### config.mk
export PLATFORM = sky130hd
export DESIGN_NAME = ula_issue
export DESIGN_NICKNAME = d
export VERILOG_FILES = /design/src/rtl/ula_issue.sv
export SDC_FILE = /design/constraint.sdc
export NUM_CORES = 1
export LEC_CHECK = 0
export CORE_ASPECT_RATIO = 1.75
export CORE_MARGIN = 2
export CORE_UTILIZATION = 45
export CTS_CLUSTER_SIZE = 12
export DETAILED_ROUTE_END_ITERATION = 10
export PLACE_DENSITY = 0.77
export SKIP_LAST_GASP = 1
export SLEW_MARGIN = 25
export SYNTH_ARGS = -nofsm -noshare
export SYNTH_HDL_FRONTEND = slang
export SYNTH_SLANG_ARGS = --single-unit
export TNS_END_PERCENT = 10
### constraint.sdc
create_clock -name clk -period 10.37 [get_ports clk]
set_clock_uncertainty 0.2 [all_clocks]
set_input_delay 2.5925 -clock clk [delete_from_list [all_inputs] [get_ports clk]]
set_output_delay 2.5925 -clock clk [all_outputs]
set_load 0.01 [all_outputs]
### src/rtl/ula_issue.sv
// ula_issue: registered RV32I ALU-op decode feeding a two-entry skid buffer.
// Each accepted instruction is decoded into an ALU op code plus two operands
// and queued in order: main drives the outputs, skid absorbs one extra entry
// when the ALU stage stalls.  in_ready comes straight from a flop, so
// out_ready never reaches it combinationally.
//
// state     | meaning
// ----------+-----------------------------------------------
// ST_EMPTY  | no entry held, out_valid low
// ST_MAIN   | main holds the entry on the outputs, skid empty
// ST_BOTH   | main and skid both hold entries, in_ready low
module ula_issue (
    input  logic        clk,
    input  logic        rst,
    input  logic        in_valid,
    output logic        in_ready,
    input  logic [31:0] instr,
    input  logic [31:0] rs1_val,
    input  logic [31:0] rs2_val,
    input  logic [31:0] pc,
    output logic        out_valid,
    input  logic        out_ready,
    output logic [31:0] data1_in,
    output logic [31:0] data2_in,
    output logic [3:0]  select_ula,
    output logic        illegal,
    input  logic        flush
);

    localparam logic [3:0] OP_NONE = 4'b0000;
    localparam logic [3:0] OP_ADD  = 4'b0001;
    localparam logic [3:0] OP_SUB  = 4'b0010;
    localparam logic [3:0] OP_SLL  = 4'b0011;
    localparam logic [3:0] OP_SLT  = 4'b0100;
    localparam logic [3:0] OP_SLTU = 4'b0101;
    localparam logic [3:0] OP_SRL  = 4'b0110;
    localparam logic [3:0] OP_SRA  = 4'b0111;
    localparam logic [3:0] OP_XOR  = 4'b1000;
    localparam logic [3:0] OP_OR   = 4'b1001;
    localparam logic [3:0] OP_AND  = 4'b1010;

    localparam logic [6:0] OPC_OP     = 7'b0110011;
    localparam logic [6:0] OPC_OP_IMM = 7'b0010011;
    localparam logic [6:0] OPC_LUI    = 7'b0110111;
    localparam logic [6:0] OPC_AUIPC  = 7'b0010111;

    localparam logic [6:0] F7_BASE = 7'h00;
    localparam logic [6:0] F7_ALT  = 7'h20;

    typedef enum logic [1:0] {
        ST_EMPTY = 2'd0,
        ST_MAIN  = 2'd1,
        ST_BOTH  = 2'd2
    } occ_t;

    occ_t state;
    occ_t state_nxt;

    // Decoded view of the instruction currently offered upstream
    logic [3:0]  dec_sel;
    logic [31:0] dec_d1;
    logic [31:0] dec_d2;
    logic        dec_ill;

    // Held entries
    logic [3:0]  main_sel;
    logic [31:0] main_d1;
    logic [31:0] main_d2;
    logic        main_ill;
    logic [3:0]  skid_sel;
    logic [31:0] skid_d1;
    logic [31:0] skid_d2;
    logic        skid_ill;

    // Datapath steering chosen by the occupancy FSM
    logic accept;
    logic take;
    logic load_main_dec;
    logic load_main_skid;
    logic load_skid_dec;
    logic clear_main;
    logic ready_nxt;

    logic [6:0] opcode;
    logic [2:0] funct3;
    logic [6:0] funct7;
    logic [31:0] imm_i;
    logic [31:0] imm_u;
    logic [31:0] shamt;
    logic        unused_rd;

    assign opcode    = instr[6:0];
    assign funct3    = instr[14:12];
    assign funct7    = instr[31:25];
    assign imm_i     = {{20{instr[31]}}, instr[31:20]};
    assign imm_u     = {instr[31:12], 12'b0};
    assign shamt     = {27'b0, instr[24:20]};
    assign unused_rd = ^instr[11:7];

    // Shared funct3 -> op table for register and immediate forms
    function automatic logic [3:0] f3_to_op(input logic [2:0] f3);
        logic [3:0] op;
        case (f3)
            3'b000:  op = OP_ADD;
            3'b001:  op = OP_SLL;
            3'b010:  op = OP_SLT;
            3'b011:  op = OP_SLTU;
            3'b100:  op = OP_XOR;
            3'b101:  op = OP_SRL;
            3'b110:  op = OP_OR;
            default: op = OP_AND;
        endcase
        return op;
    endfunction

    // Instruction decode; anything undecodable becomes a zeroed illegal entry
    always_comb begin
        dec_sel = OP_NONE;
        dec_d1  = 32'b0;
        dec_d2  = 32'b0;
        dec_ill = 1'b0;
        case (opcode)
            OPC_OP: begin
                dec_d1 = rs1_val;
                dec_d2 = rs2_val;
                if (funct7 == F7_BASE) begin
                    dec_sel = f3_to_op(funct3);
                end else if (funct7 == F7_ALT && funct3 == 3'b000) begin
                    dec_sel = OP_SUB;
                end else if (funct7 == F7_ALT && funct3 == 3'b101) begin
                    dec_sel = OP_SRA;
                end else begin
                    dec_ill = 1'b1;
                end
            end
            OPC_OP_IMM: begin
                dec_d1 = rs1_val;
                dec_d2 = imm_i;
                if (funct3 == 3'b001) begin
                    dec_d2  = shamt;
                    dec_sel = OP_SLL;
                    dec_ill = (funct7 != F7_BASE);
                end else if (funct3 == 3'b101) begin
                    dec_d2 = shamt;
                    if (funct7 == F7_BASE) begin
                        dec_sel = OP_SRL;
                    end else if (funct7 == F7_ALT) begin
                        dec_sel = OP_SRA;
                    end else begin
                        dec_ill = 1'b1;
                    end
                end else begin
                    dec_sel = f3_to_op(funct3);
                end
            end
            OPC_LUI: begin
                dec_sel = OP_ADD;
                dec_d2  = imm_u;
            end
            OPC_AUIPC: begin
                dec_sel = OP_ADD;
                dec_d1  = pc;
                dec_d2  = imm_u;
            end
            default: begin
                dec_ill = 1'b1;
            end
        endcase
        if (dec_ill) begin
            dec_sel = OP_NONE;
            dec_d1  = 32'b0;
            dec_d2  = 32'b0;
        end
    end

    assign out_valid  = (state != ST_EMPTY);
    assign select_ula = main_sel;
    assign data1_in   = main_d1;
    assign data2_in   = main_d2;
    assign illegal    = main_ill;

    assign accept = in_valid & in_ready;
    assign take   = out_valid & out_ready;

    // Occupancy next-state and datapath steering; flush overrides everything
    always_comb begin
        state_nxt      = state;
        load_main_dec  = 1'b0;
        load_main_skid = 1'b0;
        load_skid_dec  = 1'b0;
        clear_main     = 1'b0;
        if (flush) begin
            state_nxt  = ST_EMPTY;
            clear_main = 1'b1;
        end else begin
            case (state)
                ST_EMPTY: begin
                    if (accept) begin
                        load_main_dec = 1'b1;
                        state_nxt     = ST_MAIN;
                    end
                end
                ST_MAIN: begin
                    if (accept && take) begin
                        load_main_dec = 1'b1;
                    end else if (take) begin
                        clear_main = 1'b1;
                        state_nxt  = ST_EMPTY;
                    end else if (accept) begin
                        load_skid_dec = 1'b1;
                        state_nxt     = ST_BOTH;
                    end
                end
                ST_BOTH: begin
                    if (take) begin
                        load_main_skid = 1'b1;
                        state_nxt      = ST_MAIN;
                    end
                end
                default: begin
                    state_nxt  = ST_EMPTY;
                    clear_main = 1'b1;
                end
            endcase
        end
        ready_nxt = (state_nxt != ST_BOTH);
    end

    // Occupancy state and registered in_ready (held low through reset)
    always_ff @(posedge clk or posedge rst) begin
        if (rst) begin
            state    <= ST_EMPTY;
            in_ready <= 1'b0;
        end else begin
            state    <= state_nxt;
            in_ready <= ready_nxt;
        end
    end

    // Main entry: loaded from decode or promoted from skid, zeroed when empty
    always_ff @(posedge clk or posedge rst) begin
        if (rst) begin
            main_sel <= OP_NONE;
            main_d1  <= 32'b0;
            main_d2  <= 32'b0;
            main_ill <= 1'b0;
        end else if (clear_main) begin
            main_sel <= OP_NONE;
            main_d1  <= 32'b0;
            main_d2  <= 32'b0;
            main_ill <= 1'b0;
        end else if (load_main_skid) begin
            main_sel <= skid_sel;
            main_d1  <= skid_d1;
            main_d2  <= skid_d2;
            main_ill <= skid_ill;
        end else if (load_main_dec) begin
            main_sel <= dec_sel;
            main_d1  <= dec_d1;
            main_d2  <= dec_d2;
            main_ill <= dec_ill;
        end
    end

    // Skid entry: captures a new decode while main is stalled
    always_ff @(posedge clk or posedge rst) begin
        if (rst) begin
            skid_sel <= OP_NONE;
            skid_d1  <= 32'b0;
            skid_d2  <= 32'b0;
            skid_ill <= 1'b0;
        end else if (load_skid_dec) begin
            skid_sel <= dec_sel;
            skid_d1  <= dec_d1;
            skid_d2  <= dec_d2;
            skid_ill <= dec_ill;
        end
    end

endmodule

==> flow_summary.ini <==
[outcome]
status = finished clean

[placement]
hpwl_um = 12700
dp_cells = 1021
port_buffers = 198
place_congestion = 0.795

[critical_path]
path_common_cell = buf_4
path_max_fanout = 54
worstPathCellList = clkdlybuf4s50_1 -> buf_4 -> or2_0 -> o211a_1 -> o311ai_4 -> or2_2 -> buf_4 -> o21ai_0
worstPathRequired_ps = 10420
slowest_delay_ps = 560
path_class = input pin to flop
crit_buf_inv = 3
endpoint_kind = flop
slowest_stage = buf_4
cp_top_family = buffers and inverters
start_kind = input pin
cp.arrival_ps = 5160

[grt]
grt_start_max_net_pins = 86
met2_usage = 0.426
grt.busiest_layer = met2
met3_usage = 0.0383
grt_pass1_wl_um = 31100
grt_usage = 0.236
overflow = 0
use_met1 = 0.266
grt_pass1_vias = 6261
antenna_found_initial = 0

[sta]
fin_crit_ps = 5100
slew_headroom = 0.338
holdWs_ps = 274
fmax_ghz = 0.196
worstMarginPinSlew_ps = 988
setup_violations = 0
hold_viol = 0
tns_ps = 0
post-route-period-util = 0.492
slew_viol_final = 0
grt_setup_unrepaired = false

[power]
p_per_area_nw_per_um2 = 141
ir_drop_uv = 107
p_leak_uw = 0.00381

[synthesis]
ys_warn_count = 0
synth_most_common_cell = dfrtp_1
ys_async_sr_fraction = 1.00
yosys-top-cells-area = dfrtp_1, a22oi_1, o31ai_1
syn_area_sq_um = 6770
synthFlopType = dfrtp_1
ys_seq_area_frac = 0.522
yosys-top-cells-count = dfrtp_1, nand2_1, a22oi_1
syn_inst = 696
synth_top_area_frac = 0.522
syn_nets = 829
synth_top_cell_by_area = dfrtp_1
ys_ff_latch = 141
synth-edff-count = 0
syn_area_per_cell_sq_um = 9.72
synth.distinct_cells = 46

[clocking]
cts_sinks = 141
htreeDepth = 4
cts_buffers = 17
cts_root_buf = clkbuf_16
cts-resized-gates = 0
postCtsSetupBuffers = 0
tritoncts = done
clock_path_buffers = 2
clk_pin_slew_worst_paths_ps = 60
clk_latency_ps = 410
cts_hold_buf = 0

[floorplanning]
die_area_sq_um = 16100
die_h_um = 166
core_area_sq_um = 14800
start_util = 0.458
die_w_um = 96.7
rows = 59
pin_count = 204

[detailed_routing]
drt_pass1_iterations = 5
viasPerCell = 5.77
drt-total-wl_um = 19000
via_count = 6071
avgRoutedWirePerCell_um = 18.1
drc = 0
first_iter_violations = 327
postRouteAntennaNets = 0

[hold_path]
hp-class = flop to flop

[finish]
drive_gt1_frac = 0.0655
nets = 990
area_growth_pct = 39.2
stdcell_count = 1053
diodes = 0

[job]
cap_violations = 0
==> path summary, 6_finish.rpt <==
kind,startpoint,endpoint,slack (ps),depth (start not counted)
worst max-delay path,instr[5],data1_in[14],5270,8
worst min-delay path,skid_d1[26],skid_d1[26],270,2
worst max register to register,state[1],skid_ill,7650,4
worst min register to register,skid_d1[26],skid_d1[26],270,2
max in group asynchronous,rst,skid_d1[16],6420,3
min in group asynchronous,rst,data1_in[16],2410,2
==> logic make-up (layout without fill, tap and decap cells) <==
logic type                 Yosys count  after routing  synth area share
adders and majority gates            1              1           0.00148
muxes                                3              3           0.00481
buffers and inverters               86            260            0.0575
AOI/OAI and AO/OA                  287            287             0.288
and+or+nand+nor                    174            174             0.122
xor gates and xnor gates             4              4           0.00518
DFF                                141            141             0.522
==> where the power goes <==
| part | switching [uW] | internal [uW] | total (uW) |
|---|---|---|---|
| Sequential | 2.71 | 554 | 557 |
| Clock | 231 | 412 | 643 |
| Combinational | 66.9 | 63.5 | 130 |
| Total | 301 | 1030 | 1330 |
==> area by class of cell <==
class                           instances  area, sq um
Sequential cell                       141         3530
Multi-Input combinational cell        469         2900
Timing Repair Buffer                  207         2050
Clock inverter                         12          185
Tap cell                              183          229
Clock buffer                           20          447
Inverter                               21         83.8
Fill cell                            1188         5340
==> sequential cells by signal (all words and copies together) (netlist names) <==
signal and flops:
skid_sel 4, skid_d1 32, data1_in 32, state 2, in_ready 1, data2_in 32
skid_d2 32, illegal 1, select_ula 4, skid_ill 1
==> cells in the final DEF, fill, tap and decap left out, drive strengths merged, types with 2 or more instances in the layout <==
cell	netlist	layout
clkinvlp	0	4
nand3	3	3
nor4	2	2
nor2	8	8
o211ai	2	2
clkbuf	44	20
buf	21	10
nand2	110	110
o21ai	77	77
xnor2	2	2
a22o	8	8
bufinv	0	4
mux2	2	2
xor2	2	2
nand4b	2	2
nand2b	3	3
o31ai	67	67
or2	5	5
a21o	2	2
a211oi	2	2
a22oi	68	68
a21oi	36	36
inv	21	24
a221o	19	19
dfrtp	141	141
nor2b	36	36
clkdlybuf4s50	0	197
==> routing by layer <==
metal / vias up / wire, um
met5: - / 0
met4: 0 / 813
met3: 51 / 907
met2: 242 / 10100
met1: 2919 / 7190
li1: 2859 / -
==> worst reg2reg max path, stage by stage (launching register included) <==
cell     delay (ps)
dfrtp_1         410
and3b_1         270
nand3_4         510
buf_4           770
mux2_2          450
==> metrics by stage <==
stage	util	worst slack (ps)	power [uW]	cell area, sq um
finish	0.638	5270	1330	9420
global placement	0.595	4910	694	8780
global route	0.638	5100	1380	9420
CTS	0.638	5280	1340	9410
floorplan	-	3800	626	6770
detailed placement	0.595	4830	697	8780
No activity file was read; power rests on OpenSTA's default activity.
